File: src/rtl/irq_source_ctrl_pkg.sv
// irq_source_ctrl_pkg
//  Shared defaults for the external interrupt source front end. Board builds
//  override these through the parameters of irq_source_ctrl. NIRQ and
//  NBIT_IRQ have to match the core's irq_src width and interrupt number width.
package irq_source_ctrl_pkg;

  localparam int IRQ_NIRQ      = 3;   // request lines == core irq_src width
  localparam int IRQ_NBIT_IRQ  = 2;   // ceil(log2(IRQ_NIRQ))
  localparam int IRQ_DB_CYCLES = 16;  // stable cycles needed to accept a level change
  localparam int IRQ_DB_NBIT   = 5;   // 2**IRQ_DB_NBIT > IRQ_DB_CYCLES

endpackage

File: src/rtl/irq_debounce.sv
// irq_debounce
//  One request line: 2-FF synchronizer, stability counter and debounced
//  level FF. A new level is accepted only after the synchronized input has
//  differed from the current level for DB_CYCLES consecutive edges. Any
//  return to the current level restarts the count, which drops short glitches.
// Ports
//  clk    in   1  core clock
//  rst_n  in   1  asynchronous reset, active low
//  raw    in   1  raw asynchronous request, active high
//  level  out  1  debounced level, registered
//  rise   out  1  high in the cycle whose edge takes level from 0 to 1
module irq_debounce
  import irq_source_ctrl_pkg::*;
#(
  parameter int DB_CYCLES = IRQ_DB_CYCLES,
  parameter int DB_NBIT   = IRQ_DB_NBIT
) (
  input  logic clk,
  input  logic rst_n,
  input  logic raw,
  output logic level,
  output logic rise
);

  localparam logic [DB_NBIT-1:0] CNT_LAST = DB_NBIT'(DB_CYCLES - 1);

  logic               s1;
  logic               s2;
  logic [DB_NBIT-1:0] cnt;
  logic               accept;

  // Level changes at the next edge when the mismatch has lasted long enough.
  assign accept = (s2 != level) && (cnt == CNT_LAST);
  // Same-cycle rise lets the parent set the pending bit on the very edge
  // that raises level, so both become visible together.
  assign rise   = accept && s2;

  always_ff @(posedge clk or negedge rst_n) begin
    if (!rst_n) begin
      s1    <= 1'b0;
      s2    <= 1'b0;
      cnt   <= '0;
      level <= 1'b0;
    end else begin
      s1 <= raw;
      s2 <= s1;
      if (s2 == level) begin
        cnt <= '0;
      end else if (accept) begin
        level <= s2;
        cnt   <= '0;
      end else begin
        cnt <= cnt + 1'b1;
      end
    end
  end

endmodule

File: src/rtl/irq_source_ctrl.sv
// irq_source_ctrl
//  Front end for external interrupt requests (board buttons). Each line is
//  synchronized and debounced; a debounced 0->1 edge sets a pending bit that
//  is held until the core acknowledges entry to that line's handler.
//  Prioritisation and IE masking are left to the C0 unit.
// Ports
//  clk        in   1         core clock, single domain
//  rst_n      in   1         asynchronous reset, active low
//  en         in   1         core enable; gates acknowledge only
//  btn_raw    in   NIRQ      raw asynchronous request lines, active high
//  ack        in   1         core entered a handler this cycle
//  ack_inum   in   NBIT_IRQ  interrupt number being entered, valid with ack
//  irq_src    out  NIRQ      pending requests to the core, registered
//  dbg_level  out  NIRQ      debounced level per line, registered
module irq_source_ctrl
  import irq_source_ctrl_pkg::*;
#(
  parameter int NIRQ      = IRQ_NIRQ,
  parameter int NBIT_IRQ  = IRQ_NBIT_IRQ,
  parameter int DB_CYCLES = IRQ_DB_CYCLES,
  parameter int DB_NBIT   = IRQ_DB_NBIT
) (
  input  logic                clk,
  input  logic                rst_n,
  input  logic                en,
  input  logic [NIRQ-1:0]     btn_raw,
  input  logic                ack,
  input  logic [NBIT_IRQ-1:0] ack_inum,
  output logic [NIRQ-1:0]     irq_src,
  output logic [NIRQ-1:0]     dbg_level
);

  logic [NIRQ-1:0] rise;
  logic [NIRQ-1:0] clr;
  logic [NIRQ-1:0] pend_nxt;

  for (genvar i = 0; i < NIRQ; i++) begin : g_line
    irq_debounce #(
      .DB_CYCLES (DB_CYCLES),
      .DB_NBIT   (DB_NBIT)
    ) u_db (
      .clk   (clk),
      .rst_n (rst_n),
      .raw   (btn_raw[i]),
      .level (dbg_level[i]),
      .rise  (rise[i])
    );

    // Only indices 0..NIRQ-1 can match, so out-of-range numbers clear nothing.
    assign clr[i] = en && ack && (ack_inum == NBIT_IRQ'(i));
  end

  // Set has priority over clear: an edge arriving while its handler is
  // being entered must be serviced again, so it is never swallowed.
  always_comb begin
    pend_nxt = (irq_src & ~clr) | rise;
  end

  always_ff @(posedge clk or negedge rst_n) begin
    if (!rst_n) irq_src <= '0;
    else        irq_src <= pend_nxt;
  end

endmodule

File: config.mk
export PLATFORM = sky130hd
export DESIGN_NAME = irq_source_ctrl
export DESIGN_NICKNAME = d
export VERILOG_FILES = /design/src/rtl/irq_source_ctrl_pkg.sv /design/src/rtl/irq_debounce.sv /design/src/rtl/irq_source_ctrl.sv
export SDC_FILE = /design/constraint.sdc
export NUM_CORES = 1
export LEC_CHECK = 0
export CELL_PAD_IN_SITES_DETAIL_PLACEMENT = 2
export CELL_PAD_IN_SITES_GLOBAL_PLACEMENT = 2
export CORE_MARGIN = 4
export CORE_UTILIZATION = 40
export CTS_BUF_LIST = sky130_fd_sc_hd__clkbuf_2
export CTS_CLUSTER_SIZE = 28
export DETAILED_ROUTE_END_ITERATION = 7
export PLACE_DENSITY = 0.84
export SLEW_MARGIN = 20
export SYNTH_ARGS = -nofsm -noshare
export SYNTH_HDL_FRONTEND = slang
export SYNTH_SLANG_ARGS = --single-unit
File: constraint.sdc
create_clock -name clk -period 2.7 [get_ports clk]
set_clock_uncertainty 0.2 [all_clocks]
set_input_delay 0.54 -clock clk [delete_from_list [all_inputs] [get_ports clk]]
set_output_delay 0.54 -clock clk [all_outputs]
set_load 0.005 [all_outputs]
# Word-level counts from Yosys, hierarchy flattened
# Cells that the tools add are included.
# totals
reg_bits,27
input_bits,9
word_cells,53
# op_classes
add_sub_neg,3
n_eq_ne,11
n_mux,6
bitwise_logic,6
reduce_logical,14
# op_table
op,count
5-bit two-way mux,6
"5-bit by 1-bit adder with 5-bit output, second input constant",3
"5-bit by 4-bit == test with 1-bit output, second input constant",3
1-bit logical AND,10
2-bit AND reduction,3
3-bit bitwise AND,1
1-bit == test,3
1-bit != test,3
1-bit NOT,3
3-bit NOT,1
3-bit bitwise OR,1
"2-bit by 1-bit == test with 1-bit output, second input constant",1
"2-bit == test, second input constant",1
2-bit zero test,1

# Longest topological paths before layout
# logic_depth
depth_word,5
mapped_depth,4
mapped_depth_nobuf,4

# Hierarchy
# A second synthesis with hierarchy kept.
# unflattened
cells_unflattened,81
area_unflattened_um2,1087.3
# modules_own_cells
mod,instances,cells_per_inst,area_per_inst_um2,seq_area_each_um2
irq_debounce,3,24,320.3,200.2
irq_source_ctrl,1,9,126.4,75.1

# Least setup slack after synthesis
# OpenSTA, ideal clock, no wires.
# synth_timing
kind,reg2reg
start,reg g_line[1].u_db.cnt[0]
end,reg g_line[1].u_db.level
setup_time_ps,128
arrival_time_ps,1045
t_required_ps,2372
slack_ps,1328
path_stages_with_launch,5
path_cell_list,dfrtp_1 -> ha_1 -> nand3_2 -> nor2_2 -> mux2_1
# synth_between
elab_chain_len,3
# synth_lines
element,line_no,source
start: declaration,irq_debounce.sv:29,logic [DB_NBIT-1:0] cnt;
start signal: assignment,irq_debounce.sv:53,cnt <= cnt + 1'b1;
5-bit by 4-bit == test with 1-bit output,irq_debounce.sv:33,assign accept = (s2 != level) && (cnt == CNT_LAST);
1-bit logical AND,irq_debounce.sv:33,
2-bit AND reduction (no source line),n/a,
end signal: assignment,irq_debounce.sv:43,level <= 1'b0;
end signal: assignment,irq_debounce.sv:50,level <= s2;
end: declaration,irq_debounce.sv:21,"output logic level,"
# Every way passes these cells.
# A chain may end at the register's enable or synchronous reset.

# Worst setup path after layout
# layout_timing
start,reg g_line[0].u_db.level
end,out dbg_level[0]
# layout_lines
element,line_no,source
start: declaration,irq_debounce.sv:21,
start signal: assignment,irq_debounce.sv:43,
start signal: assignment,irq_debounce.sv:50,
end: declaration,irq_source_ctrl.sv:30,output logic [NIRQ-1:0] dbg_level
# No word-level cell between the ends.

==> impl_metrics.json <==
{
  "synth-main-ff-cell": "dfrtp_1",
  "seqPwrFrac_pct": 67.8,
  "route.met3.wl_um": 70,
  "synth_area_leaders": "dfrtp_1 (63%), xor2_1 (7.3%), ha_1 (3.5%)",
  "maxSlewViolCount": 0,
  "p_sw_w": 0.000151,
  "avgRoutedWirePerCell_um": 16.7,
  "cp_max_fo": 4,
  "min_period_ns": 2.08,
  "grt_pass1_vias": 772,
  "status": "finished clean",
  "h-tree-depth": 1,
  "ir_drop_uv": 334,
  "grt_pass1_wl_um": 3640,
  "viasPerCell": 5.17,
  "synth-seq-cells": 27,
  "vias": 672,
  "wirelength_um": 2170,
  "cts_buffers": 3,
  "internal_power_w": 0.000487,
  "wl_met2_um": 1280,
  "tns_ns": 0,
  "rows": 18,
  "syn_inst": 84,
  "clock_sinks": 27,
  "fin_cells": 130,
  "postCtsSetupBuffers": 0,
  "max-slew-margin-rel_pct": 77.2,
  "ys_async_sr_fraction_pct": 100,
  "p_comb_share_pct": 8.4,
  "routed.top_layer": "met4",
  "path_clk_slew_ns": 0.24,
  "power_density_nw_per_um2": 507,
  "crit_buf_inv": 1,
  "finalCritPeriodShare_pct": 76.9,
  "setup_viol": 0,
  "syn_nets": 96,
  "synth_top_cell_by_area": "dfrtp_1",
  "cts_root_buf": "clkbuf_2",
  "clockBufferDepth": 2,
  "cp.required_ns": 1.96,
  "yosysTopAreaCellShare_pct": 62.8,
  "die_x_um": 59.9,
  "drc": 0,
  "start_util_pct": 42.7,
  "yosysMostFrequentCell": "dfrtp_1",
  "crit_chain": "clkdlybuf4s50_1",
  "swShare_pct": 23.7,
  "synthAdderAreaFrac_pct": 3.49,
  "cpPeakStageDelay_ns": 0.53,
  "max_cap_violations": 0,
  "crit_slowest_cell": "clkdlybuf4s50_1",
  "critPathArrivalTime_ns": 1.34,
  "tightestPinTransition_ns": 0.342,
  "hold_class": "flop to flop",
  "startpoint_type": "flop",
  "dieArea_um2": 3580,
  "portBuffers": 14,
  "syn-mean-instance-area_um2": 12.8,
  "placedCellCount": 126,
  "finalHoldViolations": 0,
  "clkLatencyLatePin_ns": 0.34,
  "synth_compound_area_share_pct": 5.93,
  "seq_area_frac_synth_pct": 62.8,
  "boundaryPins": 15,
  "wl_met1_um": 791,
  "cts_hold_buf": 0,
  "dpl.hpwl_um": 1750,
  "cts_tree": "built",
  "clkPwrFrac_pct": 23.8,
  "crit_type": "flop to output port",
  "first_pass_iters": 2,
  "synth_cell_types": 22,
  "yosys-top-cells-count": "dfrtp_1 (27), xor2_1 (9), nor2_1 (8), inv_1 (5)",
  "grt_use_total_pct": 13.9,
  "synth_mux_area_share_pct": 2.09,
  "ctsResizeCount": 0,
  "leakage_nw": 0.612,
  "core_um2": 2520,
  "netlist_area_um2": 1080,
  "synthSimpleGateAreaFrac_pct": 14.5,
  "drive_gt1_share_pct": 14.0,
  "yosysWarnings": 0,
  "synth_xor_area_share_pct": 7.33,
  "synth_edf_count": 0,
  "place.gp.congestion": 0.690,
  "antenna_left": 0,
  "end_kind": "output port",
  "rsz0062_at_grt": "no",
  "antenna_found_initial": 0,
  "grt_max_degree": 28,
  "synth_top_family_by_area": "simple AND/OR/NAND/NOR gates",
  "syn2layout_area_growth_pct": 17.0,
  "drtIter0Drc": 25,
  "gr-total-overflow": 0,
  "fmax_mhz": 482,
  "p_total_w": 0.000638,
  "path_delay_family": "buffers and inverters",
  "fp.dieH_um": 59.9,
  "antenna_cells": 0,
  "layout.nets": 113
}
## flip-flops by register name, indices dropped and copies added (netlist names)
signal,flops
g_line.u_db.cnt,15
g_line.u_db.level,3
g_line.u_db.s1,3
g_line.u_db.s2,3
irq_src,3
## power by group through the flow
stage	registers [W]	logic [W]	clock network, W
finish	0.000433	0.0000534	0.000152
floorplan	0.000438	0.0000227	0
CTS	0.000434	0.0000559	0.000161
global placement	0.000439	0.0000495	0
detailed placement	0.000441	0.0000557	0
global route	0.000436	0.0000613	0.000182
## through the flow
step	utilization (%)	setup WS, ns	hold slack (ns)	area (µm²)
floorplan	-	1.33	0.0444	1080
global placement	49.1	0.985	0.140	1240
detailed placement	49.1	0.906	0.140	1240
CTS	49.9	0.585	0.189	1260
global route	49.9	0.514	0.200	1260
finish	49.9	0.623	0.186	1260
## placed cells by master (no fill, tap or decap), drive strengths merged, types with 3 or more instances in the layout
cell type      netlist  layout
inv                  5       5
nor2                10      10
ha                   3       3
clkbuf               0       4
xor2                 9       9
o21ai                4       4
and2                 4       4
clkdlybuf4s50        0      14
dfrtp               27      27
and3                 3       3
nand3                6       6
## routing by layer
layer / GRT usage, % / vias to the layer above
li1: - / 313
met1: 15.5 / 344
met2: 25.3 / 11
met3: 3.24 / 4
met4: 5.38 / 0
met5: 0 / -
## worst paths after layout
kind | to | cells past startpoint | start | slack (ns)
setup / recovery | dbg_level[0] | 1 | g_line[0].u_db.level$_DFFE_PN0P_ | 0.62
hold / removal | g_line[2].u_db.s2$_DFF_PN0_ | 0 | g_line[2].u_db.s1$_DFF_PN0_ | 0.19
setup reg to reg | g_line[1].u_db.level$_DFFE_PN0P_ | 4 | g_line[1].u_db.cnt[0]$_DFF_PN0_ | 1.20
hold reg to reg | g_line[2].u_db.s2$_DFF_PN0_ | 0 | g_line[2].u_db.s1$_DFF_PN0_ | 0.19
max in group asynchronous | irq_src[1]$_DFF_PN0_ | 2 | rst_n | 1.72
min in group asynchronous | g_line[2].u_db.cnt[3]$_DFF_PN0_ | 2 | rst_n | 0.33
## kinds of logic (layout without fill, tap and decap cells)
kind of cell | after synthesis | in the layout
flops | 27 | 27
compound gates | 9 | 9
xor+xnor | 9 | 9
mux | 2 | 2
simple gates | 26 | 26
buf+inv | 8 | 24
fa+ha+maj | 3 | 3
## area by class of cell
class / count / area, µm²
inverter: 5 / 18.8
clock buffer: 4 / 20.0
multi-input combinational: 49 / 359
fill: 270 / 1260
sequential: 27 / 676
tap: 30 / 37.5
timing repair buffer: 15 / 148
(Power assumes the default switching activity.)
